--- config.mk ---
export PLATFORM = sky130hd
export DESIGN_NAME = nibble_collector
export DESIGN_NICKNAME = d
export VERILOG_FILES = /design/src/rtl/nibble_collector.sv
export SDC_FILE = /design/constraint.sdc
export NUM_CORES = 1
export LEC_CHECK = 0
export ABC_AREA = 1
export CORE_AREA = 2 2 85 87
export CTS_BUF_LIST = sky130_fd_sc_hd__clkbuf_16
export CTS_CLUSTER_SIZE = 16
export DETAILED_ROUTE_END_ITERATION = 10
export DIE_AREA = 0 0 87 89
export GPL_TIMING_DRIVEN = 0
export PLACE_DENSITY = 0.83
export SKIP_LAST_GASP = 1
export SLEW_MARGIN = 10
export SYNTH_ARGS = -nofsm -noshare
export SYNTH_HDL_FRONTEND = slang
export SYNTH_SLANG_ARGS = --single-unit
export TNS_END_PERCENT = 30
--- constraint.sdc ---
create_clock -name clk -period 3.1 [get_ports clk]
set_clock_uncertainty 0.2 [all_clocks]
set_input_delay 0.62 -clock clk [delete_from_list [all_inputs] [get_ports clk]]
set_output_delay 0.62 -clock clk [all_outputs]
set_load 0.05 [all_outputs]
--- src/rtl/nibble_collector.sv ---
// Assembles LSB-first serial nibbles into an N-bit result with a ready/valid hold stage.
// Optional XOR frame checksum on res_chk when NIBBLE_COLLECTOR_CHECKSUM_EN is defined.
module nibble_collector #(
   parameter int unsigned N       = 64,
   parameter int unsigned N_WIDTH = 4
) (
   input  logic               clk,
   input  logic               rst,
   input  logic               in_valid,
   input  logic [N_WIDTH-1:0] in_nibble,
   input  logic               res_ready,
   input  logic               err_clr,
   output logic               res_valid,
   output logic [N-1:0]       res_data,
   output logic [N_WIDTH-1:0] res_chk,
   output logic               busy,
   output logic               overflow_err,
   output logic [7:0]         frames_done
);

   localparam int unsigned NUM_NIB = N / N_WIDTH;
   localparam int unsigned CNT_W   = $clog2(NUM_NIB) + 1;
   localparam logic [CNT_W-1:0] LAST_SLOT = CNT_W'(NUM_NIB - 1);

   typedef enum logic [1:0] {IDLE, COLLECT, HOLD} state_t;

   state_t           state, state_next;
   logic [CNT_W-1:0] nib_cnt;
   logic             start_frame, store_nib, handshake, ovf_set;

   always_comb begin
      state_next  = state;
      start_frame = 1'b0;
      store_nib   = 1'b0;
      handshake   = 1'b0;
      ovf_set     = 1'b0;
      unique case (state)
         IDLE: begin
            if (in_valid) begin
               start_frame = 1'b1;
               state_next  = COLLECT;
            end
         end
         COLLECT: begin
            if (in_valid) begin
               store_nib = 1'b1;
               if (nib_cnt == LAST_SLOT) state_next = HOLD;
            end
         end
         HOLD: begin
            // A nibble arriving with the handshake opens the next frame; otherwise it is lost.
            if (res_ready) begin
               handshake = 1'b1;
               if (in_valid) begin
                  start_frame = 1'b1;
                  state_next  = COLLECT;
               end else begin
                  state_next = IDLE;
               end
            end else if (in_valid) begin
               ovf_set = 1'b1;
            end
         end
         default: state_next = IDLE;
      endcase
   end

   always_ff @(posedge clk) begin
      if (rst) begin
         state        <= IDLE;
         nib_cnt      <= '0;
         res_data     <= '0;
         overflow_err <= 1'b0;
         frames_done  <= '0;
      end else begin
         state <= state_next;
         if (start_frame) begin
            res_data                <= '0;
            res_data[N_WIDTH-1:0]   <= in_nibble;
            nib_cnt                 <= CNT_W'(1);
         end else if (store_nib) begin
            for (int unsigned i = 0; i < NUM_NIB; i++) begin
               if (nib_cnt == CNT_W'(i)) res_data[i*N_WIDTH +: N_WIDTH] <= in_nibble;
            end
            nib_cnt <= nib_cnt + CNT_W'(1);
         end else if (handshake) begin
            nib_cnt <= '0;
         end
         if (handshake) frames_done <= frames_done + 8'd1;
         if (ovf_set)      overflow_err <= 1'b1;
         else if (err_clr) overflow_err <= 1'b0;
      end
   end

`ifdef NIBBLE_COLLECTOR_CHECKSUM_EN
   logic [N_WIDTH-1:0] chk_acc;

   always_ff @(posedge clk) begin
      if (rst)              chk_acc <= '0;
      else if (start_frame) chk_acc <= in_nibble;
      else if (store_nib)   chk_acc <= chk_acc ^ in_nibble;
   end

   assign res_chk = chk_acc;
`else
   assign res_chk = '0;
`endif

   assign res_valid = (state == HOLD);
   assign busy      = (state == COLLECT);

endmodule

Word level (Yosys, flattened, before mapping)
Index checks and enable logic that the tools add are counted.
{"block": "totals", "register_bits": 80, "latch_bits": 0, "ram_bits": 0, "mem_bits_ro": 0, "inputBits": 9, "output_inout_bits": 79, "word_cells": 91, "memories": 0}
{"block": "classes", "add_sub_neg": 2, "multipliers": 0, "div": 0, "magnitude_cmp": 0, "n_eq_ne": 21, "shifts": 0, "n_mux": 22, "bitwise_logic": 0, "n_reduce_logical": 25}
{"operator": "$eq 5x4->1 const B", "n": 8}
{"operator": "$reduce_and 2->1", "n": 16}
{"operator": "$eq 5x3->1 const B", "n": 4}
{"operator": "$mux 4", "n": 3}
{"operator": "$mux 1", "n": 11}
{"operator": "$eq 5x2->1 const B", "n": 2}
{"operator": "$mux 5", "n": 2}
{"operator": "$add 8x1->8 const B", "n": 1}
{"operator": "$mux 2", "n": 4}
{"operator": "$reduce_bool 2->1", "n": 4}
{"operator": "$ne 2x2->1 const B", "n": 3}
{"operator": "$pmux 2 s3", "n": 1}
{"operator": "$add 5x1->5 const B", "n": 1}
{"operator": "$eq 5x1->1 const B", "n": 1}
{"operator": "$logic_not 5->1", "n": 1}
{"operator": "$reduce_and 4->1", "n": 1}
{"operator": "$reduce_bool 3->1", "n": 1}
{"operator": "$eq 2x1->1 const B", "n": 1}
{"operator": "$eq 2x2->1 const B", "n": 1}
{"operator": "$logic_not 2->1", "n": 1}
{"operator": "$ne 2x1->1 const B", "n": 1}
{"operator": "$pmux 1 s2", "n": 1}
{"operator": "$reduce_or 2->1", "n": 1}

Longest topological paths before layout
{"block": "depth", "depth_word": 5, "depth_mapped": 9, "mapped_depth_nobuf": 7}

Least setup slack after synthesis
Ideal clock, no wire load.
{"block": "synth_path", "path_kind": "reg2reg", "startpoint": "reg state[0]", "endpoint": "reg res_data[10]", "setup_time_ns": 0.118, "t_arrival_ns": 1.470, "t_required_ns": 2.782, "slack_ns": 1.312, "stages_incl_launch_ff": 8, "path_buffers": 2, "synth_period_minus_slack_ns": 1.788, "cell_sequence": "dfxtp_1 -> inv_2 -> nor2_4 -> nand2_4 -> buf_6 -> buf_2 -> nor3_1 -> nor2_1"}
{"block": "synth_between", "elab_chain_len": 3, "elab_cells_between_ends": 7, "classes_between": "eq/ne: 2; mux: 2; reduce/logical: 3"}
{"item": "from (decl)", "line_no": "27", "source": "state_t state, state_next;"}
{"item": "from (signal assigned)", "line_no": "76", "source": "state <= state_next;"}
{"item": "$eq 2x1->1"}
{"item": "named net busy", "line_no": "16", "source": "output logic busy,"}
{"item": "$mux 1", "line_no": "37", "source": "unique case (state)"}
{"item": "$reduce_and 2->1 (no line)"}
{"item": "to (signal, indexed assignment)", "line_no": "79", "source": "res_data[N_WIDTH-1:0] <= in_nibble;"}
{"item": "to (signal, indexed assignment)", "line_no": "83", "source": "if (nib_cnt == CNT_W'(i)) res_data[i*N_WIDTH +: N_WIDTH] <= in_nibble;"}
{"item": "to (decl)", "line_no": "14", "source": "output logic [N-1:0] res_data,"}
The timed path passes the listed nets, and every way through them passes these cells.
A chain may end at the register's enable or synchronous reset.

Final worst setup path
{"block": "layout_path", "startpoint": "reg state[1]", "endpoint": "out res_valid"}
{"block": "layout_between", "elab_chain_len": 1}
{"item": "$eq 2x2->1", "line_no": "109", "source": "assign res_valid = (state == HOLD);"}
{"item": "to (decl)", "line_no": "13", "source": "output logic res_valid,"}
No other way between the ends.

==> flow_summary.json <==
{
  "wl_per_cell_um": 13.5,
  "end_kind": "output port",
  "worstHoldPathType": "register to register",
  "power.leakage_uw": 0.00181,
  "cts_resized": 0,
  "grt_usage_pct": 24.3,
  "cp_max_fo": 7,
  "cts-root-buf": "clkbuf_16",
  "ctsLongestPathBuffers": 2,
  "cp.required_ns": 2.28,
  "post_cts_buffers": 0,
  "grt_setup_unrepaired": "no",
  "worstMarginPinSlew_ns": 0.571,
  "pwr-share-clk_pct": 47.6,
  "grt_pass1_wl_mm": 14.7,
  "p_comb_share_pct": 8.6,
  "hold_viol_final": 0,
  "seqCellArea_sq_mm": 0.00160,
  "fmax_mhz": 384,
  "dpl.hpwl_mm": 6.33,
  "status": "complete, no violations",
  "drive_gt1_share_pct": 7.81,
  "reg2reg_from": "nib_cnt[0]",
  "rows": 30,
  "start_kind": "register",
  "ctsHtreeMaxLevel": 3,
  "ant_nets": 0,
  "p_per_area_mw_per_mm2": 502,
  "critPathBufInv": 2,
  "holdBufCountCts": 0,
  "crit_start": "state[1]",
  "ys_types": 24,
  "multi_input_area_sq_mm": 0.00164,
  "fin_crit_ns": 2.60,
  "place_area_sq_mm": 0.00443,
  "cts_buffers": 9,
  "coreArea_sq_mm": 0.00672,
  "dr.first_iter.drc_count": 215,
  "critPathMaxStageDelay_ns": 0.79,
  "clk_pin_slew_worst_paths_ns": 0.06,
  "dieArea_sq_mm": 0.00774,
  "cts.sinks": 80,
  "critical_path.slowest_cell": "clkdlybuf4s50_1",
  "fin_area_sq_mm": 0.00475,
  "drv_cap": 0,
  "vias": 3486,
  "avgSynthCellArea_sq_um": 7.18,
  "maxSlewViolCount": 0,
  "relSlewSlack_pct": 61.9,
  "grt-ovfl-total": 0,
  "antenna_found_initial": 0,
  "gp_congestion": 0.910,
  "timing.final.crit_share_pct": 84.0,
  "seqPwrFrac_pct": 43.8,
  "swShare_pct": 24.2,
  "ys_seq_area_share_pct": 45.7,
  "vias_per_cell": 5.21,
  "synth_area_sq_mm": 0.00350,
  "worstPathCellList": "nand2_1, inv_1, clkdlybuf4s50_1",
  "p_int_uw": 1810,
  "hold_path_startpoint": "res_data[63]",
  "cts_tree": "done",
  "grt_max_degree": 15,
  "criticalPathCategory": "register to output port",
  "grt_pass1_vias": 3162,
  "ys_warn_count": 0,
  "routed_wl_mm": 9.06,
  "final_nets": 599,
  "clk_latency_ns": 0.34,
  "start_util_pct": 52.1,
  "p_switching_uw": 577,
  "ios": 88,
  "setup_viol": 0,
  "fp.dieH_um": 89,
  "antenna_cells": 0,
  "synth_cells": 488,
  "path_delay_family": "buffers and inverters",
  "drc": 0,
  "ir_worst_vdd_uv": 334,
  "tns_ns": 0,
  "nFillCells": 557,
  "crit_arrival_ns": 1.78,
  "fp.dieW_um": 87,
  "dr.pass1.iters": 5,
  "port_buffers": 82,
  "ys_ff_latch": 80,
  "syn2layout_area_growth_pct": 35.7
}
-- worst paths after layout --
kind	to	slack, ns	cells after the start
worst max-delay path	res_valid	0.50	3
worst min-delay path	res_data[63]	0.26	2
worst max register to register	res_data[33]	1.34	8
worst min register to register	res_data[63]	0.26	2
-- layer usage --
layer	up-vias	GRT usage (%)	routed length (um)
met2	159	42.0	4460
met3	20	4.34	601
met5	-	0	0
met1	1557	29.0	3780
met4	0	12.5	224
li1	1750	-	-
-- placed cells by master, fill, tap and decap left out --
cell type        netlist  layout
clkdlybuf4s50_1        0      82
clkbuf_1              11      11
clkbuf_16              0       9
inv_2                  2       2
bufinv_16              0       2
buf_4                  9       9
buf_6                  2       2
o21ai_0               13      13
inv_1                 28      28
dfxtp_1               80      80
or2_0                  1       1
o21a_1                 1       1
o22ai_1                1       1
nand2_4                1       1
xor2_1                 2       2
nand2_2                2       2
nand3_1               52      52
nand4_1                3       3
clkinv_1               0       2
clkinv_4               0       1
buf_2                  6       6
nor2_4                 7       7
nand2_1               98      98
nor2_1                95      95
nor2_2                 3       3
ha_1                   6       6
conb_1                 1       4
nor3_1                12      12
a21oi_1               52      52
inv_6                  0       2
-- worst min-delay path: cells and delay by family, from the launching register on --
family          cells  cell delay [ns]
compound gates      1             0.05
flops               1             0.31
simple gates        1             0.06
-- cell usage after synthesis, drive strengths merged --
cell type	n	area (sq um)
a21oi	52	260
buf	17	120
clkbuf	11	41.3
conb	1	3.75
dfxtp	80	1600
ha	6	75.1
inv	30	113
nand2	101	392
nand3	52	260
nand4	3	18.8
nor2	105	454
nor3	12	60.1
o21a	1	7.51
o21ai	13	65.1
o22ai	1	6.26
or2	1	6.26
xor2	2	17.5
-- per-stage QoR --
| stage | total power, uW | std cells | hold slack, ns | utilization (%) | worst slack, ns |
|---|---|---|---|---|---|
| after floorplan | 1210 | 491 | 0.239 | - | 1.31 |
| after global placement | 1260 | 653 | 0.253 | 66.0 | 0.715 |
| after detailed placement | 1270 | 653 | 0.256 | 66.0 | 0.660 |
| after CTS | 2390 | 669 | 0.269 | 70.7 | 0.500 |
| after global routing | 2450 | 669 | 0.293 | 70.7 | 0.416 |
| final | 2380 | 669 | 0.263 | 70.7 | 0.497 |
-- logic make-up after synthesis --
family | count (synthesis) | synth area share [%]
xor+xnor | 2 | 0.500
compound gates | 67 | 9.68
other cells | 1 | 0.107
flops | 80 | 45.7
buf+inv | 58 | 7.82
simple gates | 274 | 34.0
fa+ha+maj | 6 | 2.14
-- state kept, by name, indices dropped and copies added, names as in the netlist --
| name | count |
|---|---|
| frames_done | 8 |
| nib_cnt | 5 |
| overflow_err | 1 |
| res_data | 64 |
| state | 2 |
-- layout make-up --
class	count	area share [%]
inverter	30	2.37
buffer	28	3.40
multi-input combinational	353	34.5
timing repair buffer	82	17.3
tap	80	2.11
clock buffer	9	4.74
sequential	80	33.7
clock inverter	7	1.97
-- power by group through the flow --
stage          Combinational [uW]  Clock, uW  Sequential [uW]
2_1_floorplan                 119          0             1090
3_3_place_gp                  196          0             1070
3_5_place_dp                  200          0             1070
4_1_cts                       204       1140             1040
5_1_grt                       223       1180             1040
6_report                      205       1130             1040
No activity file was read; power rests on OpenSTA's default activity.
